## src/rtl/vm_sale_controller_if.sv

```systemverilog
// Bundles the vending-machine transaction signals between the sale
// controller and its environment (coin acceptor, keypad, motor driver,
// change dispenser).
//   slave  : controller side - consumes strobes/tick/ack, drives status.
//   master : environment side - drives strobes/tick/ack, observes status.
// Signals:
//   tick          2 Hz enable from the clock divider (one cycle wide)
//   coin_valid    coin strobe, coin_type 00=1 01=2 10=5 11=10
//   sel_valid     selection strobe, sel_item = item index
//   cancel        refund request strobe
//   change_ack    change dispenser accepted change_amount
//   credit        current credit
//   coin_reject   pulse, coin returned uncredited
//   sel_deny      pulse, insufficient credit
//   motor_en      dispense motor drive, item_out valid while high
//   change_valid  change request, change_amount held until change_ack
//   timeout       pulse on inactivity refund
//   busy          dispensing or returning change
interface vm_sale_controller_if #(
    parameter int CW = 6
) ();
    logic          tick;
    logic          coin_valid;
    logic [1:0]    coin_type;
    logic          sel_valid;
    logic [1:0]    sel_item;
    logic          cancel;
    logic          change_ack;
    logic [CW-1:0] credit;
    logic          coin_reject;
    logic          sel_deny;
    logic          motor_en;
    logic [1:0]    item_out;
    logic          change_valid;
    logic [CW-1:0] change_amount;
    logic          timeout;
    logic          busy;

    modport slave (
        input  tick, coin_valid, coin_type, sel_valid, sel_item, cancel, change_ack,
        output credit, coin_reject, sel_deny, motor_en, item_out,
               change_valid, change_amount, timeout, busy
    );

    modport master (
        output tick, coin_valid, coin_type, sel_valid, sel_item, cancel, change_ack,
        input  credit, coin_reject, sel_deny, motor_en, item_out,
               change_valid, change_amount, timeout, busy
    );
endinterface

```

## src/rtl/vm_sale_controller.sv

```systemverilog
// Vending machine sale sequencer. Accumulates coin credit, checks a
// selection against its price, runs the dispense motor for DISPENSE_TICKS
// ticks of the 2 Hz enable, and hands change out over a valid/ack
// handshake. Idle credit is refunded after TIMEOUT_TICKS ticks.
// Ports:
//   clk_in   system clock (whole block runs on it)
//   reset_n  asynchronous active-low reset
//   bus      vm_sale_controller_if.slave (strobes in, registered status out)
module vm_sale_controller #(
    parameter int CW             = 6,
    parameter int MAX_CREDIT     = 63,
    parameter int PRICE0         = 15,
    parameter int PRICE1         = 20,
    parameter int PRICE2         = 25,
    parameter int PRICE3         = 30,
    parameter int TIMEOUT_TICKS  = 20,
    parameter int DISPENSE_TICKS = 4
) (
    input  logic                   clk_in,
    input  logic                   reset_n,
    vm_sale_controller_if.slave    bus
);
    localparam int CNT_MAX = (TIMEOUT_TICKS > DISPENSE_TICKS) ? TIMEOUT_TICKS : DISPENSE_TICKS;
    localparam int CNT_W   = $clog2(CNT_MAX + 1);

    localparam logic [CW:0]      MAXC = (CW+1)'(MAX_CREDIT);
    localparam logic [CNT_W-1:0] TO_T = CNT_W'(TIMEOUT_TICKS);
    localparam logic [CNT_W-1:0] DS_T = CNT_W'(DISPENSE_TICKS);

    typedef enum logic [1:0] {IDLE, CREDIT, DISPENSE, CHANGE} state_t;

    state_t           state, state_n;
    logic [CW-1:0]    credit_q, credit_n, change_q, change_n;
    logic [1:0]       item_q, item_n;
    logic [CNT_W-1:0] cnt_q, cnt_n, cnt_inc;
    logic             motor_q, motor_n;
    logic             reject_q, reject_n;
    logic             deny_q, deny_n;
    logic             timeout_q, timeout_n;
    logic             cvalid_q, cvalid_n;
    logic             busy_q, busy_n;
    logic [CW:0]      coin_val, price, sum;

    // Compare and add one bit wider than credit so nothing wraps.
    always_comb begin
        coin_val = '0;
        case (bus.coin_type)
            2'b00: coin_val = (CW+1)'(1);
            2'b01: coin_val = (CW+1)'(2);
            2'b10: coin_val = (CW+1)'(5);
            2'b11: coin_val = (CW+1)'(10);
            default: coin_val = '0;
        endcase
    end

    always_comb begin
        price = '0;
        case (bus.sel_item)
            2'd0: price = (CW+1)'(PRICE0);
            2'd1: price = (CW+1)'(PRICE1);
            2'd2: price = (CW+1)'(PRICE2);
            2'd3: price = (CW+1)'(PRICE3);
            default: price = '0;
        endcase
    end

    assign sum     = {1'b0, credit_q} + coin_val;
    assign cnt_inc = cnt_q + CNT_W'(1);

    always_comb begin
        state_n   = state;
        credit_n  = credit_q;
        change_n  = change_q;
        item_n    = item_q;
        cnt_n     = cnt_q;
        motor_n   = motor_q;
        reject_n  = 1'b0;
        deny_n    = 1'b0;
        timeout_n = 1'b0;
        cvalid_n  = cvalid_q;

        case (state)
            IDLE: begin
                cnt_n = '0;
                if (bus.coin_valid) begin
                    credit_n = coin_val[CW-1:0];
                    state_n  = CREDIT;
                end
                if (bus.sel_valid)
                    deny_n = 1'b1;
            end

            CREDIT: begin
                if (bus.cancel) begin
                    change_n = credit_q;
                    credit_n = '0;
                    cvalid_n = 1'b1;
                    state_n  = CHANGE;
                    reject_n = bus.coin_valid;
                end else if (bus.sel_valid) begin
                    // A selection, granted or denied, wins over a coin and
                    // restarts the inactivity count, so a tick is not counted.
                    reject_n = bus.coin_valid;
                    cnt_n    = '0;
                    if ({1'b0, credit_q} >= price) begin
                        item_n   = bus.sel_item;
                        change_n = credit_q - price[CW-1:0];
                        credit_n = '0;
                        motor_n  = 1'b1;
                        state_n  = DISPENSE;
                    end else begin
                        deny_n = 1'b1;
                    end
                end else if (bus.coin_valid && (sum <= MAXC)) begin
                    credit_n = sum[CW-1:0];
                    cnt_n    = '0;
                end else begin
                    // Rejected coin does not count as activity.
                    reject_n = bus.coin_valid;
                    if (bus.tick) begin
                        cnt_n = cnt_inc;
                        if (cnt_inc == TO_T) begin
                            timeout_n = 1'b1;
                            change_n  = credit_q;
                            credit_n  = '0;
                            cvalid_n  = 1'b1;
                            state_n   = CHANGE;
                        end
                    end
                end
            end

            DISPENSE: begin
                reject_n = bus.coin_valid;
                if (bus.tick) begin
                    cnt_n = cnt_inc;
                    if (cnt_inc == DS_T) begin
                        motor_n = 1'b0;
                        cnt_n   = '0;
                        if (change_q != '0) begin
                            cvalid_n = 1'b1;
                            state_n  = CHANGE;
                        end else begin
                            state_n = IDLE;
                        end
                    end
                end
            end

            CHANGE: begin
                credit_n = '0;
                reject_n = bus.coin_valid;
                if (cvalid_q && bus.change_ack) begin
                    cvalid_n = 1'b0;
                    change_n = '0;
                    state_n  = IDLE;
                end
            end

            default: state_n = IDLE;
        endcase
    end

    assign busy_n = (state_n == DISPENSE) || (state_n == CHANGE);

    always_ff @(posedge clk_in or negedge reset_n) begin
        if (!reset_n) begin
            state     <= IDLE;
            credit_q  <= '0;
            change_q  <= '0;
            item_q    <= '0;
            cnt_q     <= '0;
            motor_q   <= 1'b0;
            reject_q  <= 1'b0;
            deny_q    <= 1'b0;
            timeout_q <= 1'b0;
            cvalid_q  <= 1'b0;
            busy_q    <= 1'b0;
        end else begin
            state     <= state_n;
            credit_q  <= credit_n;
            change_q  <= change_n;
            item_q    <= item_n;
            cnt_q     <= cnt_n;
            motor_q   <= motor_n;
            reject_q  <= reject_n;
            deny_q    <= deny_n;
            timeout_q <= timeout_n;
            cvalid_q  <= cvalid_n;
            busy_q    <= busy_n;
        end
    end

    assign bus.credit        = credit_q;
    assign bus.coin_reject   = reject_q;
    assign bus.sel_deny      = deny_q;
    assign bus.motor_en      = motor_q;
    assign bus.item_out      = item_q;
    assign bus.change_valid  = cvalid_q;
    assign bus.change_amount = change_q;
    assign bus.timeout       = timeout_q;
    assign bus.busy          = busy_q;
endmodule

```

## src/flat_wrapper.sv

```systemverilog
// flat-port wrapper written by rule: the top's interface ports become plain ports
module vm_sale_controller_flat 
#(
    parameter int CW             = 6,
    parameter int MAX_CREDIT     = 63,
    parameter int PRICE0         = 15,
    parameter int PRICE1         = 20,
    parameter int PRICE2         = 25,
    parameter int PRICE3         = 30,
    parameter int TIMEOUT_TICKS  = 20,
    parameter int DISPENSE_TICKS = 4
)
  (clk_in, reset_n, bus_tick, bus_coin_valid, bus_coin_type, bus_sel_valid, bus_sel_item, bus_cancel, bus_change_ack, bus_credit, bus_coin_reject, bus_sel_deny, bus_motor_en, bus_item_out, bus_change_valid, bus_change_amount, bus_timeout, bus_busy);
  vm_sale_controller_if #(.CW(CW)) bus_i ();
  input  logic clk_in;
  input  logic reset_n;
  input wire logic [$bits(bus_i.tick)-1:0] bus_tick;
  input wire logic [$bits(bus_i.coin_valid)-1:0] bus_coin_valid;
  input wire logic [$bits(bus_i.coin_type)-1:0] bus_coin_type;
  input wire logic [$bits(bus_i.sel_valid)-1:0] bus_sel_valid;
  input wire logic [$bits(bus_i.sel_item)-1:0] bus_sel_item;
  input wire logic [$bits(bus_i.cancel)-1:0] bus_cancel;
  input wire logic [$bits(bus_i.change_ack)-1:0] bus_change_ack;
  output wire logic [$bits(bus_i.credit)-1:0] bus_credit;
  output wire logic [$bits(bus_i.coin_reject)-1:0] bus_coin_reject;
  output wire logic [$bits(bus_i.sel_deny)-1:0] bus_sel_deny;
  output wire logic [$bits(bus_i.motor_en)-1:0] bus_motor_en;
  output wire logic [$bits(bus_i.item_out)-1:0] bus_item_out;
  output wire logic [$bits(bus_i.change_valid)-1:0] bus_change_valid;
  output wire logic [$bits(bus_i.change_amount)-1:0] bus_change_amount;
  output wire logic [$bits(bus_i.timeout)-1:0] bus_timeout;
  output wire logic [$bits(bus_i.busy)-1:0] bus_busy;
  assign bus_i.tick = bus_tick;
  assign bus_i.coin_valid = bus_coin_valid;
  assign bus_i.coin_type = bus_coin_type;
  assign bus_i.sel_valid = bus_sel_valid;
  assign bus_i.sel_item = bus_sel_item;
  assign bus_i.cancel = bus_cancel;
  assign bus_i.change_ack = bus_change_ack;
  assign bus_credit = bus_i.credit;
  assign bus_coin_reject = bus_i.coin_reject;
  assign bus_sel_deny = bus_i.sel_deny;
  assign bus_motor_en = bus_i.motor_en;
  assign bus_item_out = bus_i.item_out;
  assign bus_change_valid = bus_i.change_valid;
  assign bus_change_amount = bus_i.change_amount;
  assign bus_timeout = bus_i.timeout;
  assign bus_busy = bus_i.busy;
  vm_sale_controller #(.CW(CW), .MAX_CREDIT(MAX_CREDIT), .PRICE0(PRICE0), .PRICE1(PRICE1), .PRICE2(PRICE2), .PRICE3(PRICE3), .TIMEOUT_TICKS(TIMEOUT_TICKS), .DISPENSE_TICKS(DISPENSE_TICKS)) u_core (.clk_in(clk_in), .reset_n(reset_n), .bus(bus_i));
endmodule
```

## config.mk

```make
export PLATFORM = sky130hd
export DESIGN_NAME = vm_sale_controller_flat
export DESIGN_NICKNAME = d
export VERILOG_FILES = /design/src/rtl/vm_sale_controller_if.sv /design/src/rtl/vm_sale_controller.sv /design/src/flat_wrapper.sv
export SDC_FILE = /design/constraint.sdc
export NUM_CORES = 1
export LEC_CHECK = 0
export CORE_UTILIZATION = 55
export DETAILED_ROUTE_END_ITERATION = 8
export HOLD_SLACK_MARGIN = 0.05
export PLACE_DENSITY = 0.8
export SLEW_MARGIN = 20
export SYNTH_ARGS = -nofsm -noshare
export SYNTH_HDL_FRONTEND = slang
export SYNTH_SLANG_ARGS = --single-unit
export TNS_END_PERCENT = 1
```

## constraint.sdc

```tcl
create_clock -name clk_in -period 2.7 [get_ports clk_in]
set_input_delay 0.54 -clock clk_in [delete_from_list [all_inputs] [get_ports clk_in]]
set_output_delay 0.54 -clock clk_in [all_outputs]
set_load 0.1 [all_outputs]
```

=== After elaboration in Yosys (flattened, before gate mapping) ===
Index checks and enable logic that the tools add are counted.

* Multipliers: 0
* Div/mod/pow operators: 0
* Shift operators: 0
* Mux-type cells: 68
* Order comparisons: 2
* Reductions and logical operators: 19
* Bitwise logic cells: 1
* Add/subtract/negate cells: 3
* Equality and inequality tests: 32

{| class="wikitable"
|+ Operator list
! cell !! number
|-
| two-way mux 6 bit || 14
|-
| case mux 7 bit (4 select lines) || 2
|-
| two-way mux 5 bit || 6
|-
| two-way mux 1 bit || 27
|-
| two-way mux 2 bit || 11
|-
| case mux 6 bit (3 select lines) || 1
|-
| == test 2 bit (second input constant) || 8
|-
| case mux 5 bit (3 select lines) || 1
|-
| inequality test 4 x 3 -> 1 bit (second input constant) || 3
|-
| case mux 6 bit (2 select lines) || 1
|-
| AND reduction 6 bit || 2
|-
| inequality test 3 bit (second input constant) || 3
|-
| AND reduction 9 bit || 1
|-
| nonzero test 3 bit || 3
|-
| inequality test 2 x 1 -> 1 bit (second input constant) || 4
|-
| inequality test 2 bit (second input constant) || 4
|-
| inequality test 4 bit (second input constant) || 2
|-
| case mux 2 bit (4 select lines) || 1
|-
| AND reduction 4 bit || 2
|-
| adder 6 x 7 -> 7 bit || 1
|-
| greater-or-equal comparator 6 x 7 -> 1 bit || 1
|-
| <= comparator 7 x 6 -> 1 bit (second input constant) || 1
|-
| == test 2 x 1 -> 1 bit (second input constant) || 3
|-
| logical NOT 2 bit || 3
|-
| other kinds (16) || 20
|}

* Input port bits: 11
* Output and inout bits: 20
* Register bits: 27
* Memory bits (writable): 0
* Latch bits: 0
* Bits in read-only memories: 0
* Memories: 0

=== Longest topological paths before layout ===
* Word-level depth: 11
* Depth in mapped cells: 10

=== Worst setup path after synthesis ===
Ideal clock, no wire load.

* Kind: register to register
* Start point: register u_core.credit_q[1] (netlist: u_core.bus.credit[1])
* End point: register u_core.change_q[0] (netlist: u_core.bus.change_amount[0])
* Buffers on the path: 1
* Stages on the path, launching flop included: 9
* Slack: -393 ps
* Arrival time: 2968 ps
* Data required time: 2574 ps
* Cells stage by stage: dfrtp_1 > inv_1 > fa_1 > nand2b_1 > a21o_4 > a21o_1 > a211o_1 > buf_6 > mux2_4

* Cells in the longest elaborated chain, start to end: 5
* Elaborated cells on any way between the ends: 7
* Classes of those cells: add/sub: 1; order compare: 2; eq/ne: 2; reduce/logical: 2

{| class="wikitable"
|+ RTL lines
! what !! line !! text
|-
| start: declaration || vm_sale_controller.sv:33 || <nowiki>logic [CW-1:0] credit_q, credit_n, change_q, change_n;</nowiki>
|-
| start signal: assignment || vm_sale_controller.sv:181 || <nowiki>credit_q <= credit_n;</nowiki>
|-
| adder 6 x 7 -> 7 bit || vm_sale_controller.sv:67 || <nowiki>assign sum = {1'b0, credit_q} + coin_val;</nowiki>
|-
| <= comparator 7 x 6 -> 1 bit || vm_sale_controller.sv:114 || <nowiki>end else if (bus.coin_valid && (sum <= MAXC)) begin</nowiki>
|-
| logical AND 1 bit || vm_sale_controller.sv:114 ||
|-
| inequality test 4 bit (no source line) || n/a ||
|-
| AND reduction 6 bit (no source line) * || n/a ||
|-
| end signal: assignment || vm_sale_controller.sv:182 || <nowiki>change_q <= change_n;</nowiki>
|-
| end: declaration || vm_sale_controller.sv:33 ||
|}

Mark *: on every way between the ends. The rest lies on a longest branch, timed or not.
A chain may end at the register's enable or synchronous reset.

=== Worst setup path after layout ===
* Start point: input bus_sel_item[1]
* End point: register u_core.change_q[0] (netlist: u_core.bus.change_amount[0])

* Cells in the longest elaborated chain, start to end: 7
* Elaborated cells on any way between the ends: 13
* Classes of those cells: add/sub: 1; order compare: 1; eq/ne: 4; mux: 5; reduce/logical: 2

{| class="wikitable"
|+ RTL lines
! what !! line !! text
|-
| start: declaration || flat_wrapper.sv:21 || <nowiki>input wire logic [$bits(bus_i.sel_item)-1:0] bus_sel_item;</nowiki>
|-
| == test 2 bit (tied with other cells) || vm_sale_controller.sv:58 || <nowiki>case (bus.sel_item)</nowiki>
|-
| case mux 7 bit (4 select lines) * || vm_sale_controller.sv:58 ||
|-
| subtractor 6 bit || vm_sale_controller.sv:107 || <nowiki>change_n = credit_q - price[CW-1:0];</nowiki>
|-
| two-way mux 6 bit || vm_sale_controller.sv:105 || <nowiki>if ({1'b0, credit_q} >= price) begin</nowiki>
|-
| two-way mux 6 bit || vm_sale_controller.sv:100 || <nowiki>end else if (bus.sel_valid) begin</nowiki>
|-
| two-way mux 6 bit || vm_sale_controller.sv:94 || <nowiki>if (bus.cancel) begin</nowiki>
|-
| case mux 6 bit (2 select lines) || vm_sale_controller.sv:82 || <nowiki>case (state)</nowiki>
|}

Mark *: on every way between the ends. The rest lies on a longest branch, timed or not. The select of a mux whose other input is x is not followed.

==> load_flow_metrics.sql <==
INSERT INTO impl_metrics (metric_group, metric, value, unit) VALUES
('clock_tree', 'worstSkewPairLatency', '0.28', 'ns'),
('logic_synthesis', 'syn-num-nets', '261', ''),
('clock_tree', 'clkTransAtPathRegs', '0.10', 'ns'),
('drt', 'detail_route.first_pass.iterations', '5', ''),
('grt', 'antenna_found_initial', '0', ''),
('power', 'clockPowerShare', '0.079', ''),
('clock_tree', 'cts-root-buf', 'clkbuf_8', ''),
('finish', 'finalInstanceArea', '2900', 'um^2'),
('logic_synthesis', 'synth-edff-count', '0', ''),
('clock_tree', 'clock_path_buffers', '2', ''),
('sta', 'max_clock_freq', '384', 'MHz'),
('run_status', 'outcome', 'complete, no violations', ''),
('grt', 'grt_first_pass_wirelength', '9.34', 'mm'),
('setup_path', 'crit_type', 'input pin to register', ''),
('setup_path', 'worst-path-max-fanout', '6', ''),
('setup_path', 'critPathRequiredTime', '2.88', 'ns'),
('logic_synthesis', 'post_synth_inst_count', '229', ''),
('sta', 'slew_at_the_pin_closest_to_its_max_slew_limit', '0.706', 'ns'),
('power', 'power.internal', '0.00143', 'W'),
('placement', 'gpl.final_weighted_congestion', '0.872', ''),
('clock_tree', 'tritoncts_num_sinks', '27', ''),
('drt', 'vias', '2087', ''),
('floorplan', 'dieArea', '4200', 'um^2'),
('finish', 'fill_cells', '254', ''),
('logic_synthesis', 'area_contributors_post_synth', 'dfrtp_1 31%, ha_1 11%, o21ai_0 3.9%', ''),
('finish', 'most-common-layout-cells', '60 x buf_4, 23 x dfrtp_1, 19 x inv_1, 17 x o21ai_0, 15 x ha_1', ''),
('grt', 'vias_in_the_first_global_route', '2009', ''),
('logic_synthesis', 'synth.distinct_cells', '55', ''),
('sta', 'maxSlewViolCount', '0', ''),
('drt', 'drt_iter0_markers', '199', ''),
('logic_synthesis', 'async_flop_share', '1.00', ''),
('floorplan', 'floorplan.rows', '22', ''),
('power', 'totalPowerFinal', '0.00312', 'W'),
('logic_synthesis', 'yosys_warnings', '0', ''),
('floorplan', 'die_x', '64.8', 'um'),
('floorplan', 'coreArea', '3720', 'um^2'),
('setup_path', 'timing.critical_path.arrival', '2.78', 'ns'),
('finish', 'layout_commonest_cell', 'buf_4', ''),
('finish', 'diode_count', '0', ''),
('power', 'p_comb_frac', '0.704', ''),
('power', 'p_leak', '1.39', 'nW'),
('power', 'power_switching_share', '0.543', ''),
('sta', 'worst_clk_skew', '0.00532', 'ns'),
('logic_synthesis', 'synth_largest_area_cell', 'dfrtp_1', ''),
('setup_path', 'crit_path_start_kind', 'input pin', ''),
('power', 'switchingPower', '0.00169', 'W'),
('floorplan', 'die-height', '64.8', 'um'),
('logic_synthesis', 'postSynthAreaPerCell', '9.47', 'um^2'),
('finish', 'drive_gt1_frac', '0.334', ''),
('clock_tree', 'cts-buffers-inserted', '3', ''),
('drt', 'routed_wl', '5.78', 'mm'),
('setup_path', 'end_kind', 'register', ''),
('power', 'seq_power_share', '0.217', ''),
('logic_synthesis', 'mappedNetlistArea', '2170', 'um^2'),
('sta', 'grt_setup_unrepaired', 'no', ''),
('finish', 'sequential_cell_area', '686', 'um^2'),
('drt', 'wl_per_cell', '16.8', 'um'),
('drt', 'drc', '0', ''),
('sta', 'finalHoldViolCount', '0', ''),
('grt', 'groute.usage.overall', '0.292', ''),
('drt', 'vias_per_cell', '6.07', ''),
('run', 'cap_violations', '0', ''),
('floorplan', 'io_pins', '31', ''),
('logic_synthesis', 'synth-seq-cells', '27', ''),
('clock_tree', 'cts-htree-levels', '1', ''),
('sta', 'period_minus_slack', '2.60', 'ns'),
('sta', 'fin_setup_tns', '0', 'ns'),
('sta', 'slew_headroom', '0.523', ''),
('min_path', 'min_path_type', 'register to register', ''),
('logic_synthesis', 'synth_top_cell_area_share', '0.311', ''),
('placement', 'io_buffer_count', '30', '');
power by group through the flow:
stage	clock, W	combinational [W]	sequential [W]
2_1_floorplan	0	0.000824	0.00139
3_3_place_gp	0	0.00208	0.000674
3_5_place_dp	0	0.00213	0.000677
4_1_cts	0.000247	0.00217	0.000673
5_1_grt	0.000257	0.00233	0.000691
6_report	0.000245	0.00220	0.000678
path summary, 6_finish.rpt:
| path | end | startpoint | cells after the start | slack (ns) |
|---|---|---|---|---|
| worst max-delay path | u_core.bus.change_amount[0]$_DFFE_PN0P_ | bus_sel_item[1] | 10 | 0.1 |
| worst min-delay path | u_core.bus.item_out[0]$_DFFE_PN0P_ | u_core.bus.item_out[0]$_DFFE_PN0P_ | 1 | 0.53 |
| worst max register to register | u_core.bus.change_amount[0]$_DFFE_PN0P_ | u_core.bus.credit[0]$_DFFE_PN0P_ | 9 | 0.26 |
| worst min register to register | u_core.bus.item_out[0]$_DFFE_PN0P_ | u_core.bus.item_out[0]$_DFFE_PN0P_ | 1 | 0.53 |
| max in group asynchronous | u_core.bus.credit[0]$_DFFE_PN0P_ | reset_n | 2 | 1.78 |
| min in group asynchronous | u_core.bus.credit[3]$_DFFE_PN0P_ | reset_n | 2 | 0.63 |
timing repair:
| item | 4_1_cts | 5_1_grt |
|---|---|---|
| endpoints found under the setup margin | 16 | 12 |
| pin swaps | 8 | 4 |
| gates resized for setup | 11 | 6 |
stage by stage:
step / instances / util / setup slack [ns]
global placement: 340 / 0.745 / -0.436
finish: 344 / 0.780 / 0.0971
floorplan: 229 / - / 0.0453
detailed placement: 340 / 0.745 / -0.499
CTS: 344 / 0.773 / 0.0166
global route: 344 / 0.780 / 0.0317
area by class of cell:
cell class | instances | area share
multi-input cells | 174 | 0.505
flip-flops and latches | 27 | 0.237
repair buffers | 71 | 0.197
inverters | 20 | 0.0259
well taps | 48 | 0.0207
clock buffers | 4 | 0.0155
logic make-up after synthesis:
family	after synthesis	synth area share
multiplexers	15	0.0836
AO/OA/AOI/OAI	69	0.234
XOR/XNOR	1	0.00404
buffers and inverters	28	0.0531
AND/OR/NAND/NOR	68	0.186
adder cells (fa/ha/maj)	21	0.128
flip-flops	27	0.311
layer usage:
layer | routed length, um | GRT usage | up-vias
met1 | 2610 | 0.400 | 1006
met2 | 2760 | 0.470 | 84
met5 | 0 | 0 | -
met4 | 112 | 0.114 | 0
met3 | 297 | 0.0282 | 10
li1 | - | - | 987
sequential cells by signal, summed over array words and instances (netlist names), 2 cells and up:
signal and count:
u_core.state 2, u_core.bus.credit 6, u_core.bus.change_amount 6, u_core.cnt_q 5, u_core.bus.item_out 2
worst max-delay path, cell delays in order:
cell and delay, ns:
dlygate4sd2_1 0.24, inv_1 0.12, ha_4 0.22, ha_1 0.31, and3_4 0.19, a31o_4 0.24
nor4_4 0.29, a211o_1 0.18, buf_12 0.13, mux2_4 0.30
cell usage after synthesis, drive strengths merged, types with 4 or more instances:
| library cell | count |
|---|---|
| dfrtp | 27 |
| inv | 20 |
| ha | 19 |
| o21ai | 17 |
| a21oi | 12 |
| nor2 | 12 |
| mux2 | 10 |
| nand2b | 9 |
| nand3 | 8 |
| nand2 | 7 |
| nor3 | 6 |
| a21o | 5 |
| clkbuf | 5 |
| mux2i | 5 |
| o211ai | 5 |
| nand3b | 4 |
| nor2b | 4 |
Note: power is estimated with default switching activity, not from simulation.
